`src/rtl/life_pkg.sv`:
```
// Shared types and grid geometry for the Life pattern loader.
package life_pkg;

    localparam int NUM_ROWS = 8;
    localparam int ROW_W    = 3;
    localparam int CELL_W   = 8;

    typedef enum logic {
        ST_IDLE = 1'b0,
        ST_LOAD = 1'b1
    } life_state_t;

endpackage

```
`src/rtl/life_step_timer.sv`:
```
// Generation-period prescaler: counts 0..step_div while run is high and ticks at the top.
module life_step_timer #(
    parameter int DIV_W = 8
) (
    input  logic             clk,
    input  logic             reset,
    input  logic             run,
    input  logic             clr,
    input  logic [DIV_W-1:0] step_div,
    output logic             tick
);

    logic [DIV_W-1:0] count_reg;
    logic [DIV_W-1:0] count_next;

    // >= rather than == so a step_div lowered below the running count fires at once.
    assign tick = run && !clr && (count_reg >= step_div);

    always_comb begin
        count_next = count_reg;
        if (clr) begin
            count_next = '0;
        end else if (run) begin
            count_next = tick ? '0 : count_reg + DIV_W'(1);
        end
    end

    always_ff @(posedge clk) begin
        if (reset) begin
            count_reg <= '0;
        end else begin
            count_reg <= count_next;
        end
    end

endmodule

```
`src/rtl/life_pattern_loader.sv`:
```
// Loads an 8x8 Life pattern row by row into the grid and paces generation steps when idle.
// Optional macro LIFE_GEN_COUNTER_EN adds a 16-bit gen_count output counting generation pulses.
module life_pattern_loader
    import life_pkg::*;
#(
    parameter int DIV_W = 8
) (
    input  logic              clk,
    input  logic              reset,
    input  logic              load_start,
    input  logic [CELL_W-1:0] in_data,
    input  logic              in_valid,
    output logic              in_ready,
    input  logic              run,
    input  logic [DIV_W-1:0]  step_div,
    output logic [ROW_W-1:0]  row_select,
    output logic [CELL_W-1:0] set_cells,
    output logic [CELL_W-1:0] clear_cells,
    output logic              grid_enable,
    output logic              busy
`ifdef LIFE_GEN_COUNTER_EN
    ,
    output logic [15:0]       gen_count
`endif
);

    life_state_t       state_reg, state_next;
    logic [ROW_W-1:0]  row_ptr_reg, row_ptr_next;
    logic [ROW_W-1:0]  row_select_reg, row_select_next;
    logic [CELL_W-1:0] set_cells_reg, set_cells_next;
    logic [CELL_W-1:0] clear_cells_reg, clear_cells_next;
    logic              grid_enable_reg, grid_enable_next;
    logic              accept;
    logic              timer_run;
    logic              timer_clr;
    logic              timer_tick;

    assign in_ready    = (state_reg == ST_LOAD);
    assign busy        = (state_reg == ST_LOAD);
    assign accept      = in_valid && in_ready;
    assign row_select  = row_select_reg;
    assign set_cells   = set_cells_reg;
    assign clear_cells = clear_cells_reg;
    assign grid_enable = grid_enable_reg;

    // The prescaler only advances in IDLE without a competing load_start, and sits at 0 throughout a load.
    assign timer_run = run && (state_reg == ST_IDLE) && !load_start;
    assign timer_clr = load_start || (state_reg == ST_LOAD);

    life_step_timer #(
        .DIV_W (DIV_W)
    ) u_step_timer (
        .clk      (clk),
        .reset    (reset),
        .run      (timer_run),
        .clr      (timer_clr),
        .step_div (step_div),
        .tick     (timer_tick)
    );

    always_comb begin
        state_next   = state_reg;
        row_ptr_next = row_ptr_reg;
        case (state_reg)
            ST_IDLE: begin
                if (load_start) begin
                    state_next   = ST_LOAD;
                    row_ptr_next = '0;
                end
            end
            ST_LOAD: begin
                // A restart discards the partial load; a byte taken on the same cycle lands in row 0.
                if (load_start) begin
                    row_ptr_next = accept ? ROW_W'(1) : '0;
                end else if (accept) begin
                    row_ptr_next = row_ptr_reg + ROW_W'(1);
                    if (row_ptr_reg == ROW_W'(NUM_ROWS - 1)) begin
                        state_next = ST_IDLE;
                    end
                end
            end
            default: begin
                state_next   = ST_IDLE;
                row_ptr_next = '0;
            end
        endcase
    end

    always_comb begin
        row_select_next  = row_select_reg;
        set_cells_next   = '0;
        clear_cells_next = '0;
        if (accept) begin
            row_select_next  = load_start ? '0 : row_ptr_reg;
            set_cells_next   = in_data;
            clear_cells_next = ~in_data;
        end
        grid_enable_next = timer_tick && (state_reg == ST_IDLE) && !load_start && !accept;
    end

    always_ff @(posedge clk) begin
        if (reset) begin
            state_reg       <= ST_IDLE;
            row_ptr_reg     <= '0;
            row_select_reg  <= '0;
            set_cells_reg   <= '0;
            clear_cells_reg <= '0;
            grid_enable_reg <= 1'b0;
        end else begin
            state_reg       <= state_next;
            row_ptr_reg     <= row_ptr_next;
            row_select_reg  <= row_select_next;
            set_cells_reg   <= set_cells_next;
            clear_cells_reg <= clear_cells_next;
            grid_enable_reg <= grid_enable_next;
        end
    end

`ifdef LIFE_GEN_COUNTER_EN
    logic [15:0] gen_count_reg;

    assign gen_count = gen_count_reg;

    always_ff @(posedge clk) begin
        if (reset || load_start) begin
            gen_count_reg <= '0;
        end else if (grid_enable_next) begin
            gen_count_reg <= gen_count_reg + 16'd1;
        end
    end
`endif

endmodule

```
`config.mk`:
```
export PLATFORM = sky130hd
export DESIGN_NAME = life_pattern_loader
export DESIGN_NICKNAME = d
export VERILOG_FILES = /design/src/rtl/life_pkg.sv /design/src/rtl/life_step_timer.sv /design/src/rtl/life_pattern_loader.sv
export SDC_FILE = /design/constraint.sdc
export NUM_CORES = 1
export LEC_CHECK = 0
export CAP_MARGIN = 30
export CORE_MARGIN = 2
export CORE_UTILIZATION = 35
export DETAILED_ROUTE_END_ITERATION = 12
export PLACE_DENSITY = 0.74
export REMOVE_ABC_BUFFERS = 1
export SLEW_MARGIN = 10
export SYNTH_ARGS = -nofsm -noshare
export SYNTH_HDL_FRONTEND = slang
export SYNTH_HIERARCHICAL = 1
export SYNTH_SLANG_ARGS = --single-unit
```
`constraint.sdc`:
```
create_clock -name clk -period 2.41 [get_ports clk]
set_input_delay 0.241 -clock clk [delete_from_list [all_inputs] [get_ports clk]]
set_output_delay 0.241 -clock clk [all_outputs]
set_load 0.1 [all_outputs]
```
==> After elaboration in Yosys (flattened, before gate mapping) <==
Index checks and enable logic that the tools add are counted.
Widths: inputs -> output; s select.
{ "classes": {"addsub": 2, "order_cmp": 1, "n_eq_ne": 2, "mux": 11, "n_bitwise": 3, "n_reduce_logical": 14} }
{ "ops": {"columns": ["op", "n"], "rows": [
  ["$mux 3", 3],
  ["$add 8x1->8 const B", 1],
  ["$ge 8x8->1", 1],
  ["$logic_and 1x1->1", 8],
  ["$mux 8", 1],
  ["$not 8->8", 1],
  ["$pmux 3 s2", 1],
  ["$mux 1", 5],
  ["$reduce_or 2->1", 2],
  ["$add 3x1->3 const B", 1],
  ["$eq 3x3->1 const B", 1],
  ["$logic_not 1->1", 3],
  ["$ne 3x2->1 const B", 1],
  ["$not 1->1", 2],
  ["$pmux 1 s2", 1],
  ["$logic_or 1x1->1", 1]
]} }
{ "word_totals": {"reg_bits": 32, "inputBits": 21, "elab_cells": 40} }

==> Depth between registers and ports, before layout <==
Gate-level depths: netlist of the first run.
{ "logic_depth": {"depth_word": 8, "depth_mapped": 7, "depth_no_buf": 7} }

==> Hierarchy <==
Netlist of the first run, hierarchy kept.
{ "modules_own_cells": {"columns": ["module", "instances", "cells_each", "area_each_um2"], "rows": [
  ["life_pattern_loader", 1, 71, 794.5],
  ["life_step_timer", 1, 72, 631.9]
]} }

==> Least setup slack after synthesis of the first run <==
OpenSTA, ideal clock, no wires.
{ "synth_timing": {"path_type": "flip-flop to flip-flop", "startpoint": "register state_reg (netlist: busy)", "endpoint": "register grid_enable_reg (netlist: grid_enable)", "arrival_time_ns": 2.257, "required_ns": 2.330, "setup_slack_ns": 0.073, "path_stages_with_launch": 8, "n_path_buf": 0, "period_less_slack_ns": 2.337, "cell_sequence": "dfxtp_1 -> or2_2 -> nor2_1 -> and2b_2 -> o21ai_2 -> or3_4 -> nand2_1 -> nor3b_1"} }
{ "synth_lines": {"columns": ["element", "line_no", "source"], "rows": [
  ["from (decl)", "life_pattern_loader.sv:27", "life_state_t state_reg, state_next;"],
  ["from (signal assigned)", "life_pattern_loader.sv:110", "state_reg <= state_next;"],
  ["$logic_or 1x1->1", "life_pattern_loader.sv:48", "assign timer_clr = load_start || (state_reg == ST_LOAD);"],
  ["named net timer_clr", "life_pattern_loader.sv:35", "logic timer_clr;"],
  ["$logic_not 1->1", "life_step_timer.sv:17", "assign tick = run && !clr && (count_reg >= step_div);"],
  ["$logic_and 1x1->1 (2 in series)", "life_step_timer.sv:17", null],
  ["named net timer_tick", "life_pattern_loader.sv:36", "logic timer_tick;"],
  ["$logic_and 1x1->1 (3 in series)", "life_pattern_loader.sv:98", "grid_enable_next = timer_tick && (state_reg == ST_IDLE) && !load_start && !accept;"],
  ["to (signal assigned)", "life_pattern_loader.sv:115", "grid_enable_reg <= grid_enable_next;"],
  ["to (decl)", "life_pattern_loader.sv:32", "logic grid_enable_reg, grid_enable_next;"]
]} }
The timed path passes the listed nets, and every way through them passes these cells.
A chain may end at the register's enable or synchronous reset.

==> Worst setup path in the final report of the first run <==
{ "layout_timing": {"startpoint": "register state_reg (netlist: busy)", "endpoint": "register u_step_timer.count_reg[7]"} }
{ "layout_lines": {"columns": ["element", "line_no", "source"], "rows": [
  ["$logic_or 1x1->1 *", "life_pattern_loader.sv:48", null],
  ["named net timer_clr", "life_pattern_loader.sv:35", null],
  ["$logic_not 1->1", "life_step_timer.sv:17", null],
  ["$logic_and 1x1->1 (2 in series)", "life_step_timer.sv:17", null],
  ["$mux 8", "life_step_timer.sv:24", "count_next = tick ? '0 : count_reg + DIV_W'(1);"],
  ["to (signal assigned)", "life_step_timer.sv:32", "count_reg <= count_next;"],
  ["to (decl)", "life_step_timer.sv:13", "logic [DIV_W-1:0] count_reg;"]
]} }
Mark *: on every way through the listed nets, which the timed path passes. The rest lies on a longest branch.

==> impl_metrics.csv, run 1 <==
group,metric,value,unit
pwr,clkPwrFrac,42.1,%
global_routing,overflow,0,
die,row_count,23,
synthesis,synth_top_area_share,44.9,%
drt,drc,0,
synthesis,ys_ff_latch,32,
worst_setup_path,cp.arrival,1.94,ns
place,dpl.cell_count,235,
synthesis,yosysMostFrequentCell,"dfxtp_1",
clock_tree,cts-htree-levels,2,
global_routing,grt_pass1_vias,997,
synthesis,synth-edff-count,0,
pwr,p_sw,313,uW
drt,drt-pass1-iter-count,6,
clock_tree,clkSinkCount,32,
die,die_w,67.8,um
die,initial_core_util,35.9,%
clock_tree,cts_buffers,5,
synthesis,synthTopCellsByCount,"dfxtp_1 (32), ha_1 (11), nand2_1 (11)",
global_routing,grt_first_pass_wirelength,4340,um
place,hpwl,2120,um
finish,final_cells,243,
worst_setup_path,r2r_cells,7,
worst_setup_path,crit_chain,"or2_2 > nor2_1 > buf_4 > nand4_1 > nor3_1 > xnor2_1 > a211oi_2",
clock_tree,hold_buffers,0,
clock_tree,clkLatencyLatePin,0.28,ns
pwr,peakVddDrop,303,uV
die,die_y,67.8,um
timing,rsz0062_at_grt,"false",
pwr,seq_power_share,44.7,%
timing,hold_ws,0.452,ns
worst_setup_path,worst-path-buf-inv,1,
worst_setup_path,path_depth,7,
clock_tree,cts_tree,"done",
pwr,power.density,620,nW/um^2
finish,syn_to_final_growth,37.3,%
synthesis,synth.distinct_cells,39,
synthesis,synth_warnings,6,
timing,period_minus_slack,1.77,ns
die,core-area,3970,sq um
synthesis,seq_area_frac_synth,44.9,%
synthesis,async_flop_share,0,%
timing,tightest_slew,0.484,ns
status,run_status,"complete, no violations",
worst_setup_path,path_max_fanout,7,
hold_path,min_path_cells,2,
worst_setup_path,crit_path_end_kind,"flip-flop",
worst_setup_path,max_stage_delay,0.39,ns
drt,drt-initial-drc-count,39,
drt,vias,1134,
global_routing,grt_max_degree,12,
timing,layout_worst_path_cycle_share,73.6,%
synthesis,avgSynthCellArea,9.97,sq um
clock_tree,cts-root-buf,"clkbuf_8",
hold_path,hold_path_class,"reg2reg",
place,gp_congestion,0.795,
timing,max_freq,0.563,GHz
drt,routed_wl,2790,um
synthesis,synthTopCellsByArea,"dfxtp_1 (45%), ha_1 (9.6%), xnor2_1 (4.3%), and2_1 (3.5%), nor2_2 (3.1%)",
pwr,p_int,902,uW
timing,slew_viol_final,0,
drt,via_per_inst,4.67,
drt,wl_per_cell,11.5,um
worst_setup_path,critPathSlowestCell,"dfxtp_1",
die,die_area,4600,sq um
worst_setup_path,cp.required,2.57,ns
worst_setup_path,crit_path_start_kind,"flip-flop",
finish,drive_gt1_share,26.4,%
timing,slew_headroom,67.7,%
finish,antenna_cells,0,
synthesis,synthCells,143,
flow_run,cap_viol_max_count,0,
timing,hold_viol_final,0,
pwr,combPwrFrac,13.2,%
die,ioPinCount,43,
synthesis,synth_area_leader_cell,"dfxtp_1",
worst_setup_path,cp_top_family,"simple AND/OR/NAND/NOR gates",
clock_tree,cts_resized,0,
clock_tree,cts_buffer_depth,2,
clock_tree,clk_pin_slew_worst_paths,0.07,ns
place,io_buffers,42,
timing,setup_viol,0,
global_routing,grt_util_all_layers,12.9,%
synthesis,synth-main-ff-cell,"dfxtp_1",
global_routing,antenna_found_initial,0,
finish,nets,224,
drt,drtAntennaViolNets,0,
pwr,p_leak,0.869,nW
pwr,netSwitchingFraction,25.8,%
worst_setup_path,critPathKind,"reg2reg",
clock_tree,postCtsSetupRepairBufs,0,
timing,fin_skew,0.00424,ns
synthesis,synth_area,1430,sq um
[routing by layer]
metal	up-vias	GRT usage [%]	share of wire, %
met5	-	0	0
met4	0	6.00	1.8
met3	4	4.11	5.3
met2	30	20.7	50
met1	507	15.6	43
li1	593	-	-
[worst min-delay path, delay by kind of cell, from the launching register on]
family | cells | cell delay (ns)
flip-flops | 1 | 0.31
AO/OA/AOI/OAI | 1 | 0.05
AND/OR/NAND/NOR | 1 | 0.05
[power groups by stage]
stage,Sequential (mW),Clock (mW),Combinational [mW]
floorplan,0.615,0,0.0354
global placement,0.555,0,0.159
detailed placement,0.555,0,0.161
CTS,0.543,0.523,0.161
global route,0.544,0.546,0.169
finish,0.543,0.512,0.160
[cell families (layout without fill, tap and decap cells)]
logic type / after synthesis / count (layout) / share of synthesized area [%]
xor gates and xnor gates: 7 / 7 / 4.30
adders and majority gates: 11 / 11 / 9.65
buffers and inverters: 12 / 62 / 4.47
and+or+nand+nor: 60 / 60 / 25.0
AOI/OAI and AO/OA: 19 / 19 / 10.3
muxes: 2 / 2 / 1.40
DFF: 32 / 32 / 44.9
[placed cells by master, fill, tap and decap left out, types with 2 or more instances in the layout]
cell type / n
nor2_2: 7
nor3_1: 3
nand4b_1: 2
ha_1: 11
nand2_1: 11
xnor2_1: 7
nor2_1: 7
a211oi_1: 2
nand3_1: 3
or2_2: 2
a21oi_1: 4
o21ai_0: 2
dfxtp_1: 32
clkbuf_8: 5
nand2b_1: 2
nand3b_1: 2
clkdlybuf4s50_1: 20
and2_1: 8
a21o_1: 2
mux2i_1: 2
inv_1: 9
buf_4: 25
and4_1: 3
nand4_1: 3
[layout make-up]
| type | instances | area, sq um |
|---|---|---|
| clock buffer | 5 | 68.8 |
| clock inverter | 3 | 42.5 |
| fill | 384 | 2010 |
| inverter | 9 | 33.8 |
| multi-input combinational | 99 | 722 |
| sequential | 32 | 641 |
| tap | 50 | 62.6 |
| timing repair buffer | 45 | 388 |
[final timing paths]
check | from | slack (ns) | endpoint
max | busy | 0.64 | u_step_timer/count_reg[7]
min reg2reg | row_select[2] | 0.45 | row_select[2]
max reg2reg | busy | 0.64 | u_step_timer/count_reg[7]
min | row_select[2] | 0.45 | row_select[2]
[stage by stage]
step	TNS, ns	worst slack, ns	util (%)	cell area, sq um	power [mW]
floorplan	-4.46	-0.599	-	1400	0.651
global placement	0	0.350	46.5	1850	0.714
detailed placement	0	0.328	46.5	1850	0.716
CTS	0	0.615	49.3	1960	1.23
global route	0	0.455	49.3	1960	1.26
finish	0	0.635	49.3	1960	1.21
No activity file was read; power rests on OpenSTA's default activity.
==> inputs of run 2 (changes only) <==
--- a/config.mk
+++ b/config.mk
@@ -9,7 +9,7 @@
 export CORE_MARGIN = 2
 export CORE_UTILIZATION = 35
 export DETAILED_ROUTE_END_ITERATION = 12
-export PLACE_DENSITY = 0.74
+export PLACE_DENSITY = 0.77
 export REMOVE_ABC_BUFFERS = 1
 export SLEW_MARGIN = 10
 export SYNTH_ARGS = -nofsm -noshare
==> constraint.sdc (replaced) <==
create_clock -name clk -period 1.6 [get_ports clk]
set_input_delay 0.16 -clock clk [delete_from_list [all_inputs] [get_ports clk]]
set_output_delay 0.16 -clock clk [all_outputs]
set_load 0.1 [all_outputs]
==> run 2 against run 1 <==
  * Hold slack lost 0.22 ns
  * Clock skew is 0.00097 ns lower
  * Combinational power increased by 96%
  * Sequential power increased by 51%
  * Via count up 7.6%
  * Setup slack worse by 0.59 ns
  * Cell count increased by 6.2%
  * Critical path type unchanged
  * Critical endpoint is now grid_enable
==> impl_metrics.csv, run 2 (synthesis gave the netlist of run 1 again) <==
group,metric,value,unit
global_routing,overflow,0,
clock_tree,clkSinkCount,32,
drt,drtAntennaViolNets,0,
clock_tree,cts_buffers,5,
global_routing,antenna_found_initial,0,
worst_setup_path,path_max_fanout,4,
timing,hold_ws,0.235,ns
finish,fillers,313,
worst_setup_path,critPathKind,"reg2reg",
timing,fin_skew,0.00327,ns
worst_setup_path,crit_chain,"ha_4 > a211o_1 > a31oi_4 > or3_4 > nand2_2 > nor3b_2",
drt,routed_wl,3260,um
drt,drt-initial-drc-count,38,
clock_tree,hold_buffers,0,
clock_tree,cts-root-buf,"clkbuf_8",
timing,hold_viol_final,0,
pwr,p_total,1.88,mW
finish,nets,239,
place,hpwl,2440,um
flow_run,cap_viol_max_count,0,
worst_setup_path,cp.arrival,1.73,ns
timing,slew_viol_final,0,
finish,final-seq-area,648,sq um
hold_path,hold_path_class,"in2reg",
finish,mostFrequentLayoutCells,"dfxtp_1 (28), buf_12 (22), clkdlybuf4s50_1 (18), buf_4 (17), nand2_1 (10)",
clock_tree,cts-htree-levels,2,
place,gp_congestion,0.833,
status,run_status,"complete, no violations",
drt,drt-pass1-iter-count,4,
global_routing,grt_first_pass_wirelength,4910,um
drt,via_per_inst,4.73,
place,io_buffers,42,
timing,fin_ws,0.0419,ns
finish,postLayoutCoreUtil,61.7,%
drt,vias,1220,
pwr,peakVddDrop,591,uV
finish,syn_to_final_growth,71.8,%
pwr,p_leak,1.04,nW
worst_setup_path,crit_path_start_kind,"flip-flop",
worst_setup_path,max_stage_delay,0.35,ns
clock_tree,cts_buffer_depth,2,
die,row_count,23,
die,die_area,4600,sq um
timing,rsz0062_at_grt,"true",
timing,layout_worst_path_cycle_share,97.4,%
worst_setup_path,reg2reg_slack,0.04,ns
finish,multi_input_area,813,sq um
worst_setup_path,critPathSlowestCell,"dfxtp_4",
finish,drive_gt1_share,39.4,%
timing,slew_headroom,66.5,%
place,place_ws,-0.402,ns
worst_setup_path,cp.required,1.77,ns
finish,antenna_cells,0,
die,initial_core_util,35.9,%
drt,drc,0,
die,die_w,67.8,um
die,ioPinCount,43,
place,dpl.cell_count,246,
timing,max_freq,0.642,GHz
global_routing,grt_max_degree,11,
worst_setup_path,crit_path_end_kind,"flip-flop",
clock_tree,clkLatencyLatePin,0.28,ns
timing,setup_viol,0,
global_routing,grt_pass1_vias,1156,
timing,period_minus_slack,1.56,ns
finish,final_common_cell,"dfxtp_1",
die,core-area,3970,sq um
pwr,power.density,766,nW/um^2
timing,tightest_slew,0.502,ns
drt,wl_per_cell,12.6,um
die,die_y,67.8,um
finish,final_cells,258,
clock_tree,cts_tree,"done",
clock_tree,clk_pin_slew_worst_paths,0.06,ns
global_routing,grt_util_all_layers,14.3,%
## run 2: metal layers
| metal | share of wire [%] | up-vias | track usage [%] |
|---|---|---|---|
| li1 | - | 624 | - |
| met1 | 41 | 567 | 15.9 |
| met2 | 53 | 22 | 25.4 |
| met3 | 3.5 | 7 | 4.11 |
| met4 | 1.9 | 0 | 6.25 |
| met5 | 0 | - | 0 |
## run 2: cell type report
| class | count | area share, % |
|---|---|---|
| Multi-Input combinational cell | 99 | 33.2 |
| Timing Repair Buffer | 60 | 32.0 |
| Sequential cell | 32 | 26.5 |
| Clock buffer | 6 | 2.96 |
| Tap cell | 50 | 2.55 |
| Clock inverter | 2 | 1.43 |
| Inverter | 9 | 1.38 |
## run 2: timing repair
action | CTS | global route
resized for setup | 5 | 21
pin swaps | 4 | 7
setup buffers | 0 | 4
endpoints found under the setup margin | 9 | 8
## run 2: where the power goes
| group | switching, mW | internal (mW) | total [mW] |
|---|---|---|---|
| Combinational | 0.171 | 0.143 | 0.314 |
| Sequential | 0.00972 | 0.809 | 0.818 |
| Clock | 0.282 | 0.461 | 0.743 |
## run 2: worst paths after layout
check,startpoint,cells after the start,endpoint
worst min-delay path,load_start,3,row_ptr_reg[2]
worst max register to register,u_step_timer/count_reg[2],6,grid_enable
worst max-delay path,u_step_timer/count_reg[2],6,grid_enable
worst min register to register,row_select[2],2,row_select[2]
## run 2: per-stage QoR
stage | setup TNS, ns | instance area (sq um)
after CTS | 0 | 2340
after floorplan | -28.92 | 1400
after detailed placement | -3.30 | 2200
final | 0 | 2450
after global placement | -2.96 | 2200
after global routing | -0.131 | 2450
## run 2: worst max-delay path: cells and delay by family, from the launching register on
kind	cells	cell delay, ns
fa+ha+maj	1	0.21
flops	1	0.35
simple gates	3	0.36
compound gates	2	0.53
==> inputs of run 3 (changes only) <==
--- a/config.mk
+++ b/config.mk
@@ -8,7 +8,9 @@
 export CAP_MARGIN = 30
 export CORE_MARGIN = 2
 export CORE_UTILIZATION = 35
+export CTS_CLUSTER_SIZE = 28
 export DETAILED_ROUTE_END_ITERATION = 12
+export HOLD_SLACK_MARGIN = 0.05
 export PLACE_DENSITY = 0.77
 export REMOVE_ABC_BUFFERS = 1
 export SLEW_MARGIN = 10
==> results of run 3 <==
Same layout as run 2: the final DEF is identical, and so are final timing and power.
